===== config.mk =====
export PLATFORM = sky130hd
export DESIGN_NAME = multi_item_select_flat
export DESIGN_NICKNAME = d
export VERILOG_FILES = /design/src/rtl/multi_item_select_if.sv /design/src/rtl/multi_item_select.sv /design/src/flat_wrapper.sv
export SDC_FILE = /design/constraint.sdc
export NUM_CORES = 1
export LEC_CHECK = 0
export CORE_ASPECT_RATIO = 0.5
export CORE_MARGIN = 3
export CORE_UTILIZATION = 54
export DETAILED_ROUTE_END_ITERATION = 8
export MAX_ROUTING_LAYER = met4
export PLACE_DENSITY = 0.91
export REMOVE_ABC_BUFFERS = 1
export SKIP_CTS_REPAIR_TIMING = 1
export SLEW_MARGIN = 5
export SYNTH_ARGS = -nofsm -noshare
export SYNTH_HDL_FRONTEND = slang
export SYNTH_SLANG_ARGS = --single-unit

===== constraint.sdc =====
create_clock -name clk -period 7.77 [get_ports clk]
set_input_delay 1.1655 -clock clk [delete_from_list [all_inputs] [get_ports clk]]
set_output_delay 1.1655 -clock clk [all_outputs]
set_load 0.03 [all_outputs]

===== src/rtl/multi_item_select_if.sv =====
// ---------------------------------------------------------------------------
// multi_item_select_if
//   Bundles the request, consumer and status signals of multi_item_select.
//   The master modport is the environment: request channels plus the
//   dispense/payment consumer. The slave modport is the selector itself.
//
//   item_select        NUM_CH*ITEM_ADDR_WIDTH  packed per-channel addresses
//   item_select_valid  NUM_CH                  per-channel request valid
//   item_select_ready  NUM_CH                  per-channel grant (one-hot or 0)
//   item_selected      ITEM_ADDR_WIDTH         address at the FIFO head
//   item_channel       CH_W                    source channel at the FIFO head
//   selection_valid    1                       FIFO not empty
//   selection_ready    1                       consumer pops the head entry
//   fifo_count         CNT_W                   occupied entries
//   sel_error          1                       pulse: out-of-range request dropped
//   err_channel        CH_W                    channel of the last dropped request
// ---------------------------------------------------------------------------
interface multi_item_select_if #(
  parameter int ITEM_ADDR_WIDTH = 10,
  parameter int NUM_CH          = 4,
  parameter int DEPTH           = 4
);
  localparam int CH_W  = $clog2(NUM_CH);
  localparam int CNT_W = $clog2(DEPTH + 1);

  logic [NUM_CH*ITEM_ADDR_WIDTH-1:0] item_select;
  logic [NUM_CH-1:0]                 item_select_valid;
  logic [NUM_CH-1:0]                 item_select_ready;
  logic [ITEM_ADDR_WIDTH-1:0]        item_selected;
  logic [CH_W-1:0]                   item_channel;
  logic                              selection_valid;
  logic                              selection_ready;
  logic [CNT_W-1:0]                  fifo_count;
  logic                              sel_error;
  logic [CH_W-1:0]                   err_channel;

  modport master (
    output item_select, item_select_valid, selection_ready,
    input  item_select_ready, item_selected, item_channel, selection_valid,
           fifo_count, sel_error, err_channel
  );

  modport slave (
    input  item_select, item_select_valid, selection_ready,
    output item_select_ready, item_selected, item_channel, selection_valid,
           fifo_count, sel_error, err_channel
  );
endinterface


===== src/rtl/multi_item_select.sv =====
// ---------------------------------------------------------------------------
// multi_item_select
//   Multi-channel item selector. NUM_CH request ports are arbitrated
//   round-robin; the granted address is range-checked against MAX_ITEM and,
//   if legal, queued together with its channel number in a first-word-fall-
//   through FIFO of DEPTH entries. Illegal addresses are dropped and flagged
//   with a one-cycle sel_error pulse plus a sticky err_channel.
//
//   Ports:
//     clk   rising-edge clock
//     rstn  synchronous active-low reset
//     bus   multi_item_select_if.slave (requests, consumer, status)
//
//   Optional feature (macro SELECT_DEDUP_EN): an accepted legal request that
//   repeats the newest queued entry (same channel and address) is dropped
//   silently instead of being queued again.
// ---------------------------------------------------------------------------
module multi_item_select #(
  parameter int ITEM_ADDR_WIDTH = 10,
  parameter int NUM_CH          = 4,
  parameter int DEPTH           = 4,
  parameter int MAX_ITEM        = 999
) (
  input logic                clk,
  input logic                rstn,
  multi_item_select_if.slave bus
);
  localparam int CH_W  = $clog2(NUM_CH);
  localparam int CNT_W = $clog2(DEPTH + 1);
  localparam int PTR_W = $clog2(DEPTH);

  localparam logic [CNT_W-1:0] FULL_CNT = CNT_W'(DEPTH);
  localparam logic [PTR_W-1:0] LAST_PTR = PTR_W'(DEPTH - 1);

  typedef struct packed {
    logic [CH_W-1:0]            ch;
    logic [ITEM_ADDR_WIDTH-1:0] addr;
  } entry_t;

  // State
  entry_t           mem_q [DEPTH];
  logic [PTR_W-1:0] wr_ptr_q, wr_ptr_d;
  logic [PTR_W-1:0] rd_ptr_q, rd_ptr_d;
  logic [CNT_W-1:0] cnt_q, cnt_d;
  logic [CH_W-1:0]  rr_ptr_q, rr_ptr_d;
  logic             sel_error_q, sel_error_d;
  logic [CH_W-1:0]  err_channel_q, err_channel_d;

  // Unpack the channel addresses once so the winner can be indexed directly.
  logic [ITEM_ADDR_WIDTH-1:0] ch_addr [NUM_CH];
  for (genvar g = 0; g < NUM_CH; g++) begin : g_unpack
    assign ch_addr[g] = bus.item_select[g*ITEM_ADDR_WIDTH +: ITEM_ADDR_WIDTH];
  end

  // -------------------------------------------------------------------------
  // Round-robin arbiter: first valid channel at or after rr_ptr wins.
  // -------------------------------------------------------------------------
  logic                       win_found;
  logic [CH_W-1:0]            win_ch;
  logic [CH_W-1:0]            cand;
  logic [ITEM_ADDR_WIDTH-1:0] win_addr;

  // NOTE: every always_comb output gets a default before any condition, so
  // no path leaves a value unassigned and no latch is inferred.
  always_comb begin
    win_found = 1'b0;
    win_ch    = '0;
    cand      = '0;
    for (int k = 0; k < NUM_CH; k++) begin
      cand = CH_W'((int'(rr_ptr_q) + k) % NUM_CH);
      if (!win_found && bus.item_select_valid[cand]) begin
        win_found = 1'b1;
        win_ch    = cand;
      end
    end
    win_addr = ch_addr[win_ch];
  end

  // Grant never looks at selection_ready: a full FIFO refuses pushes even
  // when the head is popped in the same cycle, keeping ready free of any
  // combinational path from the consumer.
  logic full;
  logic accept;
  logic in_range;
  logic is_dup;
  logic push;
  logic pop;
  logic drop_err;

  assign full     = (cnt_q == FULL_CNT);
  assign accept   = rstn && win_found && !full;
  assign in_range = (int'(win_addr) <= MAX_ITEM);

`ifdef SELECT_DEDUP_EN
  // Duplicate check against the newest entry as it stands before the edge;
  // a same-cycle pop of that entry does not rescue the duplicate.
  logic [PTR_W-1:0] newest_ptr;
  assign newest_ptr = (wr_ptr_q == '0) ? LAST_PTR : wr_ptr_q - 1'b1;
  assign is_dup     = (cnt_q != '0)
                   && (mem_q[newest_ptr].ch   == win_ch)
                   && (mem_q[newest_ptr].addr == win_addr);
`else
  assign is_dup = 1'b0;
`endif

  assign push     = accept && in_range && !is_dup;
  assign drop_err = accept && !in_range;
  assign pop      = (cnt_q != '0) && bus.selection_ready;

  always_comb begin
    bus.item_select_ready = '0;
    if (accept) bus.item_select_ready[win_ch] = 1'b1;
  end

  // -------------------------------------------------------------------------
  // Next-state logic
  // -------------------------------------------------------------------------
  always_comb begin
    wr_ptr_d      = wr_ptr_q;
    rd_ptr_d      = rd_ptr_q;
    cnt_d         = cnt_q;
    rr_ptr_d      = rr_ptr_q;
    err_channel_d = err_channel_q;
    sel_error_d   = drop_err;

    // Pointer moves past the winner on any accept, including dropped ones.
    if (accept) rr_ptr_d = CH_W'((int'(win_ch) + 1) % NUM_CH);

    if (drop_err) err_channel_d = win_ch;

    if (push) wr_ptr_d = (wr_ptr_q == LAST_PTR) ? '0 : wr_ptr_q + 1'b1;
    if (pop)  rd_ptr_d = (rd_ptr_q == LAST_PTR) ? '0 : rd_ptr_q + 1'b1;

    unique case ({push, pop})
      2'b10:   cnt_d = cnt_q + 1'b1;
      2'b01:   cnt_d = cnt_q - 1'b1;
      default: cnt_d = cnt_q;
    endcase
  end

  // -------------------------------------------------------------------------
  // Registers
  // -------------------------------------------------------------------------
  // NOTE: sequential state uses non-blocking assignments only, so every flop
  // samples the pre-edge values regardless of statement order.
  always_ff @(posedge clk) begin
    if (!rstn) begin
      wr_ptr_q      <= '0;
      rd_ptr_q      <= '0;
      cnt_q         <= '0;
      rr_ptr_q      <= '0;
      sel_error_q   <= 1'b0;
      err_channel_q <= '0;
    end else begin
      wr_ptr_q      <= wr_ptr_d;
      rd_ptr_q      <= rd_ptr_d;
      cnt_q         <= cnt_d;
      rr_ptr_q      <= rr_ptr_d;
      sel_error_q   <= sel_error_d;
      err_channel_q <= err_channel_d;
    end
  end

  // NOTE: the storage array has no reset; occupancy is tracked by cnt_q and
  // the head is masked while empty, so stale contents are never observed.
  always_ff @(posedge clk) begin
    if (push) mem_q[wr_ptr_q] <= '{ch: win_ch, addr: win_addr};
  end

  // -------------------------------------------------------------------------
  // Outputs
  // -------------------------------------------------------------------------
  entry_t head;
  assign head = mem_q[rd_ptr_q];

  assign bus.selection_valid = (cnt_q != '0);
  assign bus.item_selected   = bus.selection_valid ? head.addr : '0;
  assign bus.item_channel    = bus.selection_valid ? head.ch   : '0;
  assign bus.fifo_count      = cnt_q;
  assign bus.sel_error       = sel_error_q;
  assign bus.err_channel     = err_channel_q;

endmodule


===== src/flat_wrapper.sv =====
// flat-port wrapper written by rule: the top's interface ports become plain ports
module multi_item_select_flat 
#(
  parameter int ITEM_ADDR_WIDTH = 10,
  parameter int NUM_CH          = 4,
  parameter int DEPTH           = 4,
  parameter int MAX_ITEM        = 999
)
  (clk, rstn, bus_item_select, bus_item_select_valid, bus_selection_ready, bus_item_select_ready, bus_item_selected, bus_item_channel, bus_selection_valid, bus_fifo_count, bus_sel_error, bus_err_channel);
  multi_item_select_if #(.ITEM_ADDR_WIDTH(ITEM_ADDR_WIDTH), .NUM_CH(NUM_CH), .DEPTH(DEPTH)) bus_i ();
  input logic clk;
  input logic rstn;
  input wire logic [$bits(bus_i.item_select)-1:0] bus_item_select;
  input wire logic [$bits(bus_i.item_select_valid)-1:0] bus_item_select_valid;
  input wire logic [$bits(bus_i.selection_ready)-1:0] bus_selection_ready;
  output wire logic [$bits(bus_i.item_select_ready)-1:0] bus_item_select_ready;
  output wire logic [$bits(bus_i.item_selected)-1:0] bus_item_selected;
  output wire logic [$bits(bus_i.item_channel)-1:0] bus_item_channel;
  output wire logic [$bits(bus_i.selection_valid)-1:0] bus_selection_valid;
  output wire logic [$bits(bus_i.fifo_count)-1:0] bus_fifo_count;
  output wire logic [$bits(bus_i.sel_error)-1:0] bus_sel_error;
  output wire logic [$bits(bus_i.err_channel)-1:0] bus_err_channel;
  assign bus_i.item_select = bus_item_select;
  assign bus_i.item_select_valid = bus_item_select_valid;
  assign bus_i.selection_ready = bus_selection_ready;
  assign bus_item_select_ready = bus_i.item_select_ready;
  assign bus_item_selected = bus_i.item_selected;
  assign bus_item_channel = bus_i.item_channel;
  assign bus_selection_valid = bus_i.selection_valid;
  assign bus_fifo_count = bus_i.fifo_count;
  assign bus_sel_error = bus_i.sel_error;
  assign bus_err_channel = bus_i.err_channel;
  multi_item_select #(.ITEM_ADDR_WIDTH(ITEM_ADDR_WIDTH), .NUM_CH(NUM_CH), .DEPTH(DEPTH), .MAX_ITEM(MAX_ITEM)) u_core (.clk(clk), .rstn(rstn), .bus(bus_i));
endmodule

==> results.json, run 1 <==
{
  "rows": 18,
  "antenna_cells": 0,
  "pwr-share-seq": 0.373,
  "min_from": "u_core.bus.err_channel[0]",
  "power_density_nw_per_um2": 363,
  "p_clk_frac": 0.171,
  "reg2reg_depth": 15,
  "worstSkewPairLatency_ns": 0.33,
  "floorplan.die.width_um": 111,
  "fin_setup_tns_ns": 0,
  "setup-violations-final": 0,
  "timing.hold.worst.class": "register to register",
  "synth_ff_type": "edfxtp_1",
  "ant_nets": 0,
  "synth.ff_latch_count": 62,
  "layout.area.seq_um2": 1720,
  "met2_track_demand_over_resource": 0.441,
  "globalRouteMet3Util": 0.0565,
  "crit_path_start_kind": "input pin",
  "total_switching_power_w": 0.000552,
  "core_area_um2": 5110,
  "required_ns": 6.60,
  "maxSlewViolCount": 0,
  "category_of_the_critical_setup_timing_path": "input pin to output port",
  "grt_overflow": 0,
  "fmax_mhz": 182,
  "detail_route.drc_violations": 0,
  "grt_first_pass_wirelength_um": 11700,
  "place.gp.congestion": 0.809,
  "worst_pin_slew_ns": 0.857,
  "pin_count_of_the_biggest_net_entering_global_routing": 22,
  "syn_inst": 226,
  "arrival_ns": 4.33,
  "ys_warn_count": 0,
  "dominant_cells_by_area_after_synthesis": "edfxtp_1 (49%), dfxtp_1 (9.4%), mux4_2 (9.1%)",
  "synthDominantCellAreaShare": 0.485,
  "static-leakage-power_nw": 1.44,
  "tritoncts_clock_tree": "yes",
  "synth-async-reset-ratio": 0,
  "numPortBuffers": 69,
  "filler_cell_count": 301,
  "hpwl_um": 5170,
  "placed_cells": 358,
  "floorplan.die.height_um": 58.5,
  "min_delay_endpoint": "u_core.bus.err_channel[0]",
  "cts_root_buffer": "clkbuf_8",
  "cts_bufs_inserted": 9,
  "critical_path.max_fanout": 21,
  "clk_transition_reported_paths_ns": 0.06,
  "layout_worst_path_cycle_share": 0.707,
  "antenna_found_initial": 0,
  "grt_pass1_vias": 2327,
  "setup.worst_path.end_class": "output port",
  "instances_no_fill": 374,
  "outcome": "completed",
  "initial_core_util": 0.581,
  "global_route.usage.met1": 0.277,
  "syn_area_um2": 2970,
  "clock-skew-final_ns": 0.00719,
  "ctsHtreeMaxLevel": 3,
  "iteration_0_drc_markers": 247,
  "syn-mean-instance-area_um2": 13.1,
  "global_route.peak_usage_layer": "met2",
  "synth-edff-count": 48,
  "routed-via-count": 2206,
  "finish.utilization": 0.758,
  "rsz0062_at_grt": "no",
  "layout-drive-gt1-share": 0.115,
  "final.min_clock_period_ns": 5.50,
  "power.share.switching": 0.392,
  "drt-total-wl_um": 7470,
  "r2r_setup_slack_ns": 3.32,
  "ios": 70,
  "hold-path-cell-count": 2,
  "synth_cell_type_count": 38,
  "dr.pass1.iters": 4,
  "ys_seq_area_frac": 0.579,
  "yosys.area.top_type": "edfxtp_1",
  "floorplan.die_area_um2": 6480,
  "via_per_inst": 5.90,
  "reg2reg_to": "u_core.bus.fifo_count[2]",
  "cts_sinks": 62,
  "cap_violations": 0,
  "rr_startpoint": "u_core.rr_ptr_q[0]",
  "layout-area-overhead-vs-synth_pct": 30.4,
  "intPower_w": 0.000855,
  "vdd.ir_drop.worst_mv": 0.215,
  "slew_headroom": 0.428,
  "wire_per_inst_um": 20.0,
  "clock_path_buffers": 2,
  "num-nets-final": 357,
  "count_of_endpoints_failing_hold_in_the_final_timing_report": 0,
  "grt_util_all_layers": 0.245,
  "multi_input_comb_area_um2": 1150,
  "comb_power_frac": 0.456
}
==> synthesized netlist by cell type, types with 3 or more instances <==
library cell / instances
ha_1: 10
a211oi_1: 10
mux2i_1: 9
and2_1: 20
and3_1: 14
clkbuf_1: 3
edfxtp_1: 48
dfxtp_1: 14
a21oi_1: 7
mux4_2: 12
nand2_1: 20
nor2_1: 12
inv_1: 12
a31oi_1: 4
==> worst max path at each step <==
stage                                  start                        to  slack, ns  cells after the start
floorplan           bus_item_select_valid[0]  u_core.bus.fifo_count[2]       3.48                     15
global placement    bus_item_select_valid[0]  u_core.bus.fifo_count[2]       2.53                     16
detailed placement  bus_item_select_valid[0]  u_core.bus.fifo_count[2]       2.28                     16
CTS                 bus_item_select_valid[0]  bus_item_select_ready[3]       2.35                      8
global route        bus_item_select_valid[0]  u_core.bus.fifo_count[2]       2.08                     16
finish              bus_item_select_valid[0]  bus_item_select_ready[3]       2.27                      8
==> flip-flops by register name, indices dropped and copies added (netlist names), named ones only <==
register,flops
u_core.rr_ptr_q,2
u_core.bus.sel_error,1
u_core.bus.err_channel,2
u_core.wr_ptr_q,2
u_core.bus.fifo_count,3
u_core.mem_q,48
u_core.rd_ptr_q,2
==> layout make-up <==
class,count,area share
clock buffer,10,0.0329
sequential,62,0.444
clock inverter,6,0.0100
tap,70,0.0226
timing repair buffer,70,0.180
multi-input combinational,142,0.297
inverter,14,0.0136
==> per-layer routing <==
layer | wire length (µm) | vias to the layer above
met3 | 352 | 20
li1 | - | 989
met2 | 3990 | 99
met1 | 2970 | 1098
met5 | 0 | -
met4 | 155 | 0
==> logic make-up (layout without fill, tap and decap cells) <==
kind of cell,after synthesis,count (layout),synth area share
compound gates,30,30,0.0703
xor+xnor,2,2,0.00590
fa+ha+maj,11,11,0.0488
buf+inv,22,100,0.0337
flops,62,62,0.579
mux,21,21,0.121
simple gates,78,78,0.141
==> stage by stage <==
step	setup WS [ns]	total power, W	instance area, µm²	hold WS [ns]
2_1_floorplan	3.48	0.000917	2920	0.468
3_3_place_gp	2.53	0.00113	3710	0.457
3_5_place_dp	2.28	0.00116	3710	0.466
4_1_cts	2.35	0.00141	3880	0.483
5_1_grt	2.08	0.00148	3880	0.499
6_report	2.27	0.00141	3880	0.473
==> power groups by stage <==
| stage | Combinational (W) | Clock, W | Sequential [W] |
|---|---|---|---|
| detailed placement | 0.000632 | 0 | 0.000533 |
| global route | 0.000684 | 0.000258 | 0.000534 |
| CTS | 0.000640 | 0.000244 | 0.000526 |
| floorplan | 0.000388 | 0 | 0.000529 |
| finish | 0.000642 | 0.000241 | 0.000525 |
| global placement | 0.000607 | 0 | 0.000524 |
==> cell usage in the layout, fill, tap and decap left out, types with 2 or more instances in the layout <==
cell	n
a211oi_1	10
a21oi_1	7
a31oi_1	4
and2_1	20
and3_1	14
clkbuf_8	9
clkdlybuf4s50_1	69
clkinv_2	3
clkinvlp_4	2
dfxtp_1	14
edfxtp_1	48
ha_1	10
inv_1	12
inv_2	2
mux2i_1	9
mux4_2	12
nand2_1	20
nor2_1	12
nor2b_1	2
o21ai_0	2
or3_1	2
xor2_1	2
==> worst max-delay path, cell delays in order <==
cell,delay [ns]
clkdlybuf4s50_1,0.47
nor2b_1,0.16
o21bai_1,0.65
nand2_2,0.47
inv_2,0.41
ha_1,0.21
and2_1,0.13
clkdlybuf4s50_1,0.68
Power figures use the tool's default switching activity.
==> run 2: changes to the inputs <==
CORE_UTILIZATION = 45   (was 54)
PLACE_DENSITY = 0.81   (was 0.91)
clock period = 4.65 ns   (was 7.77 ns; I/O delays follow)
==> run 2 against run 1 <==
Effect of this change:
- die area grew 18%
- non-clock buffer count grew 3
- flip-flop and latch count is the same
- first-iteration DRC count shrank 39%
- via count shrank 3.6%
- critical path depth grew 9
- register-to-register slack lost 2.2 ns
- clock power grew 140%
==> results.json, run 2 (synthesis results as in run 1) <==
{
  "numPortBuffers": 69,
  "worst_pin_slew_ns": 0.886,
  "crit_family": "simple AND/OR/NAND/NOR gates",
  "postPlaceCellArea_um2": 3750,
  "floorplan.die.height_um": 63.5,
  "num-nets-final": 360,
  "filler_cell_count": 457,
  "cp_num_cells": 17,
  "rr_startpoint": "u_core.rr_ptr_q[1]",
  "rows": 20,
  "floorplan.die_area_um2": 7670,
  "floorplan.die.width_um": 121,
  "ctsHtreeMaxLevel": 3,
  "critical-path-max-stage-delay_ns": 0.54,
  "cts_root_buffer": "clkbuf_16",
  "hpwl_um": 4960,
  "iteration_0_drc_markers": 151,
  "hold-path-cell-count": 2,
  "largest_register_ffs": 48,
  "final.min_clock_period_ns": 4.10,
  "worst_setup_path_startpoint": "bus_item_select_valid[2]",
  "critical_path.max_fanout": 20,
  "tritoncts_clock_tree": "yes",
  "vdd.ir_drop.worst_mv": 0.249,
  "crit_path_start_kind": "input pin",
  "fmax_mhz": 244,
  "timing.hold.worst.class": "register to register",
  "core_area_um2": 6230,
  "registers.top_by_ff_count": "u_core.mem_q",
  "layout_worst_path_cycle_share": 0.881,
  "cp_cell_sequence": "clkdlybuf4s50_1 -> or2b_1 -> a21oi_1 -> nor3_2 -> buf_4 -> inv_2 -> a211oi_1 -> nor4_1 -> and4_4 -> nor2_2 -> inv_1 -> ha_1 -> inv_1 -> fa_1 -> xor2_1 -> or3_1 -> a21oi_1",
  "multi_input_comb_area_um2": 1150,
  "pin_count_of_the_biggest_net_entering_global_routing": 21,
  "power_density_nw_per_um2": 631,
  "via_per_inst": 5.38,
  "wire_per_inst_um": 18.0,
  "cap_violations": 0,
  "grt_overflow": 0,
  "worst-path-buf-inv": 5,
  "cts_sinks": 62,
  "r2r_setup_slack_ns": 1.10,
  "clock_path_buffers": 2,
  "grt_first_pass_wirelength_um": 11600,
  "cts_bufs_inserted": 9,
  "fin_setup_tns_ns": 0,
  "ant_nets": 0,
  "static-leakage-power_nw": 1.50,
  "place.gp.congestion": 0.839,
  "count_of_endpoints_failing_hold_in_the_final_timing_report": 0,
  "layout-drive-gt1-share": 0.111,
  "critPathCapture": "u_core.bus.fifo_count[2]",
  "worstSkewPairLatency_ns": 0.32,
  "arrival_ns": 4.35,
  "slew_headroom": 0.409,
  "layout-area-overhead-vs-synth_pct": 35.2,
  "clock-skew-final_ns": 0.00579,
  "grt_pass1_vias": 2289,
  "layout.area.seq_um2": 1720,
  "initial_core_util": 0.477,
  "ios": 70,
  "category_of_the_critical_setup_timing_path": "input pin to register",
  "antenna_cells": 0,
  "final_cell_mix": "clkdlybuf4s50_1 (69), edfxtp_1 (48), nand2_1 (20), and2_1 (20)",
  "final_area_um2": 4020,
  "maxSlewViolCount": 0,
  "antenna_found_initial": 0,
  "detail_route.drc_violations": 0,
  "reg2reg_to": "u_core.bus.fifo_count[2]",
  "setup-violations-final": 0,
  "required_ns": 4.90,
  "mostFrequentLayoutCell": "clkdlybuf4s50_1",
  "reg2reg_depth": 15,
  "outcome": "completed",
  "setup.worst_path.end_class": "register",
  "rsz0062_at_grt": "no",
  "grt_util_all_layers": 0.209,
  "drt-total-wl_um": 7110,
  "dr.pass1.iters": 4,
  "crit_path_top_delay_cell": "clkdlybuf4s50_1",
  "clk_transition_reported_paths_ns": 0.05,
  "routed-via-count": 2127
}
-- run 2: changes by cell type in the layout (fill, tap and decap cells not counted), sizes merged --
cell and change:
buf +3, clkbuf +4, clkinv -2, clkinvlp -2
-- run 2: report_power, final --
group / leakage, nW / switching (W) / internal [W]
sequential: 0.554 / 0.0000875 / 0.000794
combinational: 0.821 / 0.000614 / 0.000455
clock: 0.128 / 0.000212 / 0.000372
-- run 2: worst min path at each step --
stage / start / endpoint / slack (ns)
6_report: u_core.bus.err_channel[1] / u_core.bus.err_channel[1] / 0.49
5_1_grt: u_core.bus.err_channel[1] / u_core.bus.err_channel[1] / 0.53
4_1_cts: u_core.bus.err_channel[1] / u_core.bus.err_channel[1] / 0.50
3_5_place_dp: u_core.bus.err_channel[1] / u_core.bus.err_channel[1] / 0.49
3_3_place_gp: u_core.bus.err_channel[1] / u_core.bus.err_channel[1] / 0.47
2_1_floorplan: u_core.wr_ptr_q[1] / u_core.wr_ptr_q[1] / 0.47
-- run 2: layer usage --
metal / global-route usage / vias up / routed length [µm]
li1: - / 994 / -
met1: 0.241 / 1049 / 2830
met2: 0.356 / 73 / 3700
met3: 0.0484 / 11 / 484
met4: 0.0833 / 0 / 94
met5: - / - / 0
-- run 2: layout make-up --
type | instances | area share
Clock inverter | 2 | 0.00218
Inverter | 14 | 0.0131
Sequential cell | 62 | 0.429
Clock buffer | 14 | 0.0632
Multi-Input combinational cell | 142 | 0.286
Timing Repair Buffer | 73 | 0.179
Tap cell | 88 | 0.0274
-- run 2: worst register-to-register path: stages, from the launching register on --
cell      delay (ns)
dfxtp_1         0.43
nand2_1         0.10
a221o_1         0.34
nand2_2         0.08
buf_4           0.24
a211oi_1        0.13
nor4_1          0.45
and4_4          0.32
nor2_2          0.08
inv_1           0.06
ha_1            0.17
inv_1           0.06
fa_1            0.38
xor2_1          0.17
or3_1           0.31
a21oi_1         0.14
-- run 2: per-stage QoR --
stage          hold WS, ns  total power, W  worst slack [ns]  cells   util
3_5_place_dp         0.487         0.00196             0.280    379  0.603
6_report             0.488         0.00254             0.555    395  0.645
2_1_floorplan        0.468         0.00153             0.832    218      -
5_1_grt              0.525         0.00267             0.360    395  0.645
3_3_place_gp         0.468         0.00190             0.463    379  0.603
4_1_cts              0.500         0.00255             0.605    395  0.645
